$ cat config.mk
export PLATFORM = sky130hd
export DESIGN_NAME = branch_predict_unit
export DESIGN_NICKNAME = d
export VERILOG_FILES = /design/src/rtl/branch_predict_unit_pkg.sv /design/src/rtl/branch_predict_unit_cmp.sv /design/src/rtl/branch_predict_unit.sv
export SDC_FILE = /design/constraint.sdc
export NUM_CORES = 1
export LEC_CHECK = 0
export ABC_AREA = 1
export BUFFER_PORTS_ARGS = -buffer_cell sky130_fd_sc_hd__buf_2
export CAP_MARGIN = 30
export CORE_MARGIN = 2
export CORE_UTILIZATION = 49
export CTS_BUF_LIST = sky130_fd_sc_hd__clkbuf_8
export CTS_CLUSTER_SIZE = 10
export DETAILED_ROUTE_END_ITERATION = 10
export MAX_ROUTING_LAYER = met4
export PLACE_DENSITY = 0.73
export SYNTH_ARGS = -nofsm -noshare
export SYNTH_HDL_FRONTEND = slang
export SYNTH_SLANG_ARGS = --single-unit
$ cat constraint.sdc
create_clock -name clk_i -period 2.1 [get_ports clk_i]
set_input_delay 0.315 -clock clk_i [delete_from_list [all_inputs] [get_ports clk_i]]
set_output_delay 0.315 -clock clk_i [all_outputs]
set_load 0.1 [all_outputs]
$ cat src/rtl/branch_predict_unit_pkg.sv
`default_nettype none
// +----------------------------------------------------------------------+
// | branch_predict_unit_pkg: opcodes, funct3 codes, BHT counter states.   |
// | Revision: 1.0                                                         |
// +----------------------------------------------------------------------+
package branch_predict_unit_pkg;

  localparam logic [6:0] c_B_TYPE  = 7'b1100011;
  localparam logic [2:0] c_F3_BEQ  = 3'b000;
  localparam logic [2:0] c_F3_BNE  = 3'b001;
  localparam logic [2:0] c_F3_BLT  = 3'b100;
  localparam logic [2:0] c_F3_BGE  = 3'b101;
  localparam logic [2:0] c_F3_BLTU = 3'b110;
  localparam logic [2:0] c_F3_BGEU = 3'b111;

  typedef enum logic [1:0] {
    SNT = 2'b00,
    WNT = 2'b01,
    WT  = 2'b10,
    ST  = 2'b11
  } bht_state_e;

  // Saturating step of a 2-bit counter toward taken or not-taken.
  function automatic bht_state_e bht_next(input bht_state_e s, input logic taken);
    if (taken) begin
      return (s == ST) ? ST : bht_state_e'(s + 2'd1);
    end
    return (s == SNT) ? SNT : bht_state_e'(s - 2'd1);
  endfunction

endpackage
`default_nettype wire

$ cat src/rtl/branch_predict_unit_cmp.sv
`default_nettype none
// +----------------------------------------------------------------------+
// | branch_cmp: operand compare and branch outcome resolution.            |
// | Revision: 1.0                                                         |
// +----------------------------------------------------------------------+
module branch_cmp
  import branch_predict_unit_pkg::*;
#(
  parameter int DWIDTH = 32
) (
  input  logic              ex_valid_i,
  input  logic [6:0]        ex_opcode_i,
  input  logic [2:0]        ex_funct3_i,
  input  logic [DWIDTH-1:0] ex_rs1_i,
  input  logic [DWIDTH-1:0] ex_rs2_i,
  input  logic              ex_pred_taken_i,
  output logic              breq_o,
  output logic              brlt_o,
  output logic              is_branch_o,
  output logic              ex_taken_o,
  output logic              ex_mispredict_o
);

  logic w_is_b_type;
  logic w_unsigned;
  logic w_lt;
  logic w_funct3_ok;
  logic w_taken_raw;

  assign w_is_b_type = (ex_opcode_i == c_B_TYPE);
  assign w_unsigned  = (ex_funct3_i == c_F3_BLTU) || (ex_funct3_i == c_F3_BGEU);
  assign w_lt        = w_unsigned ? (ex_rs1_i < ex_rs2_i)
                                  : ($signed(ex_rs1_i) < $signed(ex_rs2_i));

  assign breq_o = w_is_b_type && (ex_rs1_i == ex_rs2_i);
  assign brlt_o = w_is_b_type && w_lt;

  always_comb begin
    w_funct3_ok = 1'b1;
    w_taken_raw = 1'b0;
    case (ex_funct3_i)
      c_F3_BEQ:              w_taken_raw = breq_o;
      c_F3_BNE:              w_taken_raw = !breq_o;
      c_F3_BLT, c_F3_BLTU:   w_taken_raw = brlt_o;
      c_F3_BGE, c_F3_BGEU:   w_taken_raw = !brlt_o;
      default:               w_funct3_ok = 1'b0;
    endcase
  end

  assign is_branch_o     = ex_valid_i && w_is_b_type && w_funct3_ok;
  assign ex_taken_o      = is_branch_o && w_taken_raw;
  assign ex_mispredict_o = is_branch_o && (ex_taken_o != ex_pred_taken_i);

endmodule
`default_nettype wire

$ cat src/rtl/branch_predict_unit.sv
`default_nettype none
// +----------------------------------------------------------------------+
// | branch_predict_unit: flop-based 2-bit BHT, branch resolve, stats.     |
// | Revision: 1.0                                                         |
// +----------------------------------------------------------------------+
module branch_predict_unit
  import branch_predict_unit_pkg::*;
#(
  parameter int DWIDTH      = 32,
  parameter int AWIDTH      = 32,
  parameter int BHT_ENTRIES = 64,
  parameter int CWIDTH      = 16
) (
  input  logic              clk_i,
  input  logic              rst_ni,
  input  logic              f_valid_i,
  input  logic [AWIDTH-1:0] f_pc_i,
  output logic              f_pred_taken_o,
  input  logic              ex_valid_i,
  input  logic [6:0]        ex_opcode_i,
  input  logic [2:0]        ex_funct3_i,
  input  logic [AWIDTH-1:0] ex_pc_i,
  input  logic [DWIDTH-1:0] ex_rs1_i,
  input  logic [DWIDTH-1:0] ex_rs2_i,
  input  logic              ex_pred_taken_i,
  output logic              breq_o,
  output logic              brlt_o,
  output logic              ex_taken_o,
  output logic              ex_mispredict_o,
  output logic [CWIDTH-1:0] branch_cnt_o,
  output logic [CWIDTH-1:0] mispred_cnt_o
);

  localparam int c_IDX_W = $clog2(BHT_ENTRIES);

  logic [c_IDX_W-1:0] w_f_idx;
  logic [c_IDX_W-1:0] w_ex_idx;
  bht_state_e         w_f_state;
  bht_state_e         r_bht [BHT_ENTRIES];
  logic               w_is_branch;
  logic [CWIDTH-1:0]  r_branch_cnt;
  logic [CWIDTH-1:0]  r_mispred_cnt;
  logic               w_unused_pc;

  // Word-aligned PCs: the two low bits never reach the index.
  assign w_f_idx     = f_pc_i[c_IDX_W+1:2];
  assign w_ex_idx    = ex_pc_i[c_IDX_W+1:2];
  assign w_unused_pc = ^{f_pc_i, ex_pc_i};

  branch_cmp #(
    .DWIDTH (DWIDTH)
  ) u_cmp (
    .ex_valid_i      (ex_valid_i),
    .ex_opcode_i     (ex_opcode_i),
    .ex_funct3_i     (ex_funct3_i),
    .ex_rs1_i        (ex_rs1_i),
    .ex_rs2_i        (ex_rs2_i),
    .ex_pred_taken_i (ex_pred_taken_i),
    .breq_o          (breq_o),
    .brlt_o          (brlt_o),
    .is_branch_o     (w_is_branch),
    .ex_taken_o      (ex_taken_o),
    .ex_mispredict_o (ex_mispredict_o)
  );

  // Reads see the registered value, so a same-cycle update is not bypassed.
  assign w_f_state      = r_bht[w_f_idx];
  assign f_pred_taken_o = f_valid_i && ((w_f_state == WT) || (w_f_state == ST));

  always_ff @(posedge clk_i or negedge rst_ni) begin
    if (!rst_ni) begin
      for (int i = 0; i < BHT_ENTRIES; i++) begin
        r_bht[i] <= WNT;
      end
    end else if (w_is_branch) begin
      r_bht[w_ex_idx] <= bht_next(r_bht[w_ex_idx], ex_taken_o);
    end
  end

  always_ff @(posedge clk_i or negedge rst_ni) begin
    if (!rst_ni) begin
      r_branch_cnt  <= '0;
      r_mispred_cnt <= '0;
    end else begin
      if (w_is_branch && (r_branch_cnt != {CWIDTH{1'b1}})) begin
        r_branch_cnt <= r_branch_cnt + CWIDTH'(1);
      end
      if (ex_mispredict_o && (r_mispred_cnt != {CWIDTH{1'b1}})) begin
        r_mispred_cnt <= r_mispred_cnt + CWIDTH'(1);
      end
    end
  end

  assign branch_cnt_o  = r_branch_cnt;
  assign mispred_cnt_o = r_mispred_cnt;

endmodule
`default_nettype wire

# After elaboration in Yosys (flattened, before gate mapping)
# Index checks and enable logic that the tools add are counted.
# Widths: inputs -> output; s select.
# totals
reg_bits	160
latchBits	0
ram_bits	0
rom_bits	0
inputBits	143
out_inout_bits	37
elab_cells	128
n_memories	0
# classes
n_addsub	4
multipliers	0
div_mod_pow	0
magnitude_cmp	5
eq_ne	13
shift	0
mux	19
bitwise	2
n_reduce_logical	19
# op_table
cell	n
$bwmux 128	1
$lt 32x32->1	2
$add 16x1->16 const B	2
$eq 32x32->1	1
$ne 16x16->1 const B	2
$bmux 2 s6	2
$mux 2	10
$ge 7x7->1 const B	2
$not 6->7	2
$demux 2 s6	1
$eq 3x3->1 const B	4
$logic_and 1x1->1	10
$eq 7x7->1 const B	1
$lt 7x1->1 const B	1
$eq 2x2->1 const B	3
$reduce_or 6->1	1
$mux 1	4
$pmux 1 s4	1
$reduce_or 2->1	2
$eq 3x1->1 const B	1
$logic_not 3->1	1
$add 2x1->2 const B	1
$logic_not 1->1	2
$logic_not 2->1	1
other kinds (3)	4

# Longest topological paths before layout
# logic_depth
ltp_word	12
mapped_depth	25
ltp_nobuf	25

# Cells and area by module
# From an unflattened synthesis, not the netlist that was laid out.
# unflattened
cells_unflattened	1547
hier_area_um2	10298.6
# by_module_without_submodules
mod	n_inst	cells_per_inst	area_per_inst_um2	seq_area_each_um2
branch_predict_unit	1	1376	9233.9	4083.9
branch_cmp	1	171	1064.8	0.0

# Worst setup path before layout
# Ideal clock, no wire load.
# synth_path
kind	in2reg
startpoint	input port ex_rs2_i[31]
endpoint	register r_mispred_cnt[0], in the netlist mispred_cnt_o[0]
setup_ns	0.120
arrival_time_ns	3.453
required_ns	1.980
slack_ns	-1.473
stages	18
path_buffers	0
cell_sequence	inv_1 ha_1 nand2_1 nor2_1 and2_1 inv_1 nor2_1 nand2_1 inv_1 nand2_1 nand4_1 nand2_1 nand2_1 inv_1 nor2_2 nand2_1 nand2_1 nand2_1
# synth_via
elab_cells_between_ends	13
classes_between	2 x order compare; 2 x eq/ne; 2 x mux; 7 x reduce/logical
# synth_lines
element	line	text
start: declaration	branch_predict_unit.sv:24	input logic [DWIDTH-1:0] ex_rs2_i,
$eq 32x32->1 *	branch_predict_unit_cmp.sv:35	assign breq_o = w_is_b_type && (ex_rs1_i == ex_rs2_i);
$logic_and 1x1->1 *	branch_predict_unit_cmp.sv:35	
named net breq_o	branch_predict_unit.sv:26	output logic breq_o,
$logic_not 1->1	branch_predict_unit_cmp.sv:43	c_F3_BNE: w_taken_raw = !breq_o;
$pmux 1 s4 *	branch_predict_unit_cmp.sv:41	case (ex_funct3_i)
$logic_and 1x1->1 *	branch_predict_unit_cmp.sv:51	assign ex_taken_o = is_branch_o && w_taken_raw;
$ne 1x1->1 *	branch_predict_unit_cmp.sv:52	assign ex_mispredict_o = is_branch_o && (ex_taken_o != ex_pred_taken_i);
$logic_and 1x1->1 *	branch_predict_unit_cmp.sv:52	
named net ex_mispredict_o	branch_predict_unit.sv:29	output logic ex_mispredict_o,
$logic_and 1x1->1 *	branch_predict_unit.sv:88	if (ex_mispredict_o && (r_mispred_cnt != {CWIDTH{1'b1}})) begin
end signal: assignment	branch_predict_unit.sv:89	r_mispred_cnt <= r_mispred_cnt + CWIDTH'(1);
end: declaration	branch_predict_unit.sv:42	logic [CWIDTH-1:0] r_mispred_cnt;
# Mark *: on every way through the listed nets, which the timed path passes. The rest lies on a longest branch.
# A chain may end at the register's enable or synchronous reset.

# Worst setup path in the final report
# layout_path
startpoint	input port ex_rs2_i[30]
endpoint	output port ex_mispredict_o
# layout_via
elab_chain_cells	8
elab_cells_between_ends	12
classes_between	2 x order compare; 2 x eq/ne; 2 x mux; 6 x reduce/logical
# layout_lines
element	line	text
$lt 32x32->1, on equally long branches	branch_predict_unit_cmp.sv:33, branch_predict_unit_cmp.sv:32	
$mux 1	branch_predict_unit_cmp.sv:32	assign w_lt = w_unsigned ? (ex_rs1_i < ex_rs2_i)
$logic_and 1x1->1	branch_predict_unit_cmp.sv:36	assign brlt_o = w_is_b_type && w_lt;
$logic_not 1->1	branch_predict_unit_cmp.sv:45	c_F3_BGE, c_F3_BGEU: w_taken_raw = !brlt_o;
$pmux 1 s4 *	branch_predict_unit_cmp.sv:41	
$logic_and 1x1->1 *	branch_predict_unit_cmp.sv:51	
$ne 1x1->1 *	branch_predict_unit_cmp.sv:52	
$logic_and 1x1->1 *	branch_predict_unit_cmp.sv:52	
end: declaration	branch_predict_unit.sv:29	
# Mark *: on every way between the ends. The rest lies on a longest branch, timed or not.

==> results.py <==
metrics = {
    "clock_tree": {
        "cts_buffer_depth": 2,
        "clkSlewWorstSetupHoldPaths_ns": 0.10,
        "cts-htree-levels": 4,
        "cts_made_buffers": 17,
        "cts_tree": "built",
        "cts_sinks": 160,
        "insertion_delay_ns": 0.47,
        "clockRootBuffer": "clkbuf_8",
    },
    "critical_path": {
        "arrival_ns": 2.32,
        "start_kind": "primary input",
        "crit_chain": "buf_4, inv_6, ha_4, nand2_4, buf_4, o21a_1, nand2_1, a21oi_4, nand2_2, nand2_2, nand3_2, nand2_2, nand2_4, buf_6, nand3_4, nand2_4, nor2_4, buf_12",
        "r2r_start": "r_bht[79]$_DFFE_PN0P_",
        "crit_family": "simple AND/OR/NAND/NOR gates",
        "reg2reg_to": "r_bht[18]$_DFFE_PN1P_",
        "reg2regPathDepth": 17,
        "crit_fanout": 2,
        "critPathMaxStageDelay_ns": 0.20,
        "crit_type": "in2out",
        "crit_required_ns": 1.78,
        "endpoint_kind": "output pin",
        "ff2ff_setup_slack_ns": -0.40,
        "cp_num_buf_inv": 5,
        "crit_slowest_cell": "ha_4",
    },
    "die": {
        "fp.dieArea_um2": 20700,
        "coreArea_um2": 19300,
        "fp-row-count": 51,
        "boundaryPins": 180,
        "fp.dieW_um": 144,
        "start_util": 0.495,
        "dieHeight_um": 144,
    },
    "routing": {
        "drtPass1Iterations": 7,
        "drc": 0,
        "viasPerCell": 5.89,
        "vias": 11100,
        "detail-route-antenna-nets": 0,
        "dr.first_iter.drc_count": 1234,
        "finalWirelength_um": 37600,
        "post_drt_wl_per_cell_um": 19.9,
    },
    "synth": {
        "synth_cells": 1294,
        "synth_seq_cells": 160,
        "syn-num-nets": 1471,
        "ys_top_cells_by_count": "nand2_1 (295), inv_1 (231), o21ai_1 (130), dfrtp_1 (96), nor3_1 (90)",
        "synth_flop_cell": "dfrtp_1",
        "ys_seq_area_frac": 0.427,
        "synth_edf_count": 0,
        "syn_area_per_cell_um2": 7.40,
        "synth.distinct_cells": 39,
        "async_flop_share": 1.00,
        "synth_area_leaders": "dfrtp_1 (25%), dfstp_2 (18%), nand2_1 (12%)",
        "yosysWarnings": 0,
        "synth_top_area_cell": "dfrtp_1",
        "yosysMostFrequentCell": "nand2_1",
        "synth.top_cell.area_share": 0.251,
        "synth.cell_area_um2": 9570,
    },
    "sta": {
        "drv_slew": 0,
        "skew_ns": 0.0169,
        "timing.final.crit_share": 1.25,
        "max_clock_freq_ghz": 0.380,
        "tightest_slew_ns": 0.804,
        "slew_headroom": 0.460,
        "setup_viol": 143,
        "final-hold-violation-count": 0,
        "fin_ws_ns": -0.534,
        "finalCriticalPeriod_ns": 2.63,
        "rsz0062_at_grt": "yes",
    },
    "layout": {
        "drive_above_1_share": 0.525,
        "areaGrowthSynthToFinish_pct": 58.3,
        "nNetsFinal": 1788,
    },
    "placement": {
        "post-place-ws_ns": -0.555,
        "io_buffers": 127,
        "gp_congestion": 0.922,
        "place_hpwl_um": 20200,
    },
    "global_route": {
        "antenna_found_initial": 1,
        "grt_util_all_layers": 0.331,
        "grt_max_degree": 48,
        "grt_pass1_vias": 10500,
        "grt_first_pass_wirelength_um": 51800,
        "grt-ovfl-total": 0,
    },
    "power_and_ir_drop": {
        "power_density_nw_per_um2": 509,
        "ir_drop_v": 0.000415,
        "p_leak_nw": 8.23,
        "finalPower_w": 0.00771,
    },
    "outcome": {
        "violations": "negative setup slack",
        "status": "finished, violations left",
    },
    "hold_path": {
        "hold_class": "in2async",
    },
    "job": {
        "max_cap_viol_count": 0,
    },
}
-- state kept, by name (all words and copies together) (netlist names) --
name and flops:
r_bht 128, mispred_cnt_o 16, branch_cnt_o 16
-- kinds of logic after synthesis --
kind of cell | after synthesis | synth area share
AND/OR/NAND/NOR | 491 | 0.223
AO/OA/AOI/OAI | 308 | 0.173
buffers and inverters | 283 | 0.116
flip-flops | 160 | 0.427
adder cells (fa/ha/maj) | 34 | 0.0444
XOR/XNOR | 18 | 0.0165
-- metrics by stage --
step,cells,hold WS [ns],utilization,instance area [um^2],setup TNS [ns]
floorplan,1294,0.0194,-,9880,-121.90
global placement,1804,0.285,0.624,12100,-65.01
detailed placement,1804,0.286,0.624,12100,-74.40
CTS,1879,0.338,0.727,14100,-21.54
global route,1890,0.380,0.784,15200,-57.35
finish,1890,0.350,0.784,15200,-39.87
-- cell type report --
type                       instances  area, um^2
tap                              265         332
clock inverter                    12         124
inverter                         242         950
multi-input combinational        853        6320
antenna                            1        2.50
fill                            1092        4180
sequential                       160        4120
timing repair buffer             337        3030
clock buffer                      20         275
-- worst max path at each step --
stage                 startpoint                     end  cells past startpoint
finish              ex_rs2_i[30]         ex_mispredict_o                     18
CTS                 ex_rs2_i[31]              ex_taken_o                     19
global placement    ex_rs2_i[31]              ex_taken_o                     19
detailed placement  ex_rs2_i[31]   r_bht[53]$_DFFE_PN0P_                     22
global route        ex_rs2_i[17]         ex_mispredict_o                     20
floorplan           ex_rs2_i[31]  r_bht[115]$_DFFE_PN0P_                     19
-- per-layer routing --
layer / GRT usage / part of all wire / vias to the layer above
met5: - / 0 / -
met4: 0.140 / 0.051 / 0
met3: 0.0670 / 0.11 / 205
met2: 0.531 / 0.48 / 774
met1: 0.410 / 0.37 / 5279
li1: - / - / 4880
-- power by group --
group,internal (W),switching (W)
registers,0.00310,0.0000117
logic,0.000980,0.00127
clock network,0.00106,0.00129
total,0.00514,0.00257
-- timing repair --
| item | CTS | global route |
|---|---|---|
| buffers inserted | 23 | 27 |
| hold buffers | 1 | 0 |
| hold endpoints to repair | 28 | 0 |
| pin swaps | 43 | 84 |
| gates resized for setup | 243 | 316 |
| setup endpoints to repair | 114 | 152 |
| gates cloned | 20 | 2 |
-- layout by cell type, fill, tap and decap left out, types with 14 or more instances in the layout --
cell      count
nand3_1      26
nand2_4     105
ha_4         25
buf_6        19
nand2_1     125
inv_2        45
o21ai_2      94
buf_4       157
nand2_2      65
clkbuf_8     20
dfrtp_1      81
inv_1       187
dfstp_2      64
buf_12       33
o22ai_1      33
nor2_1       26
o21ai_0      23
o21ai_1      67
nand3_2      14
buf_2       108
a21oi_1      54
nor3_1       83
Note: power is estimated with default switching activity, not from simulation.
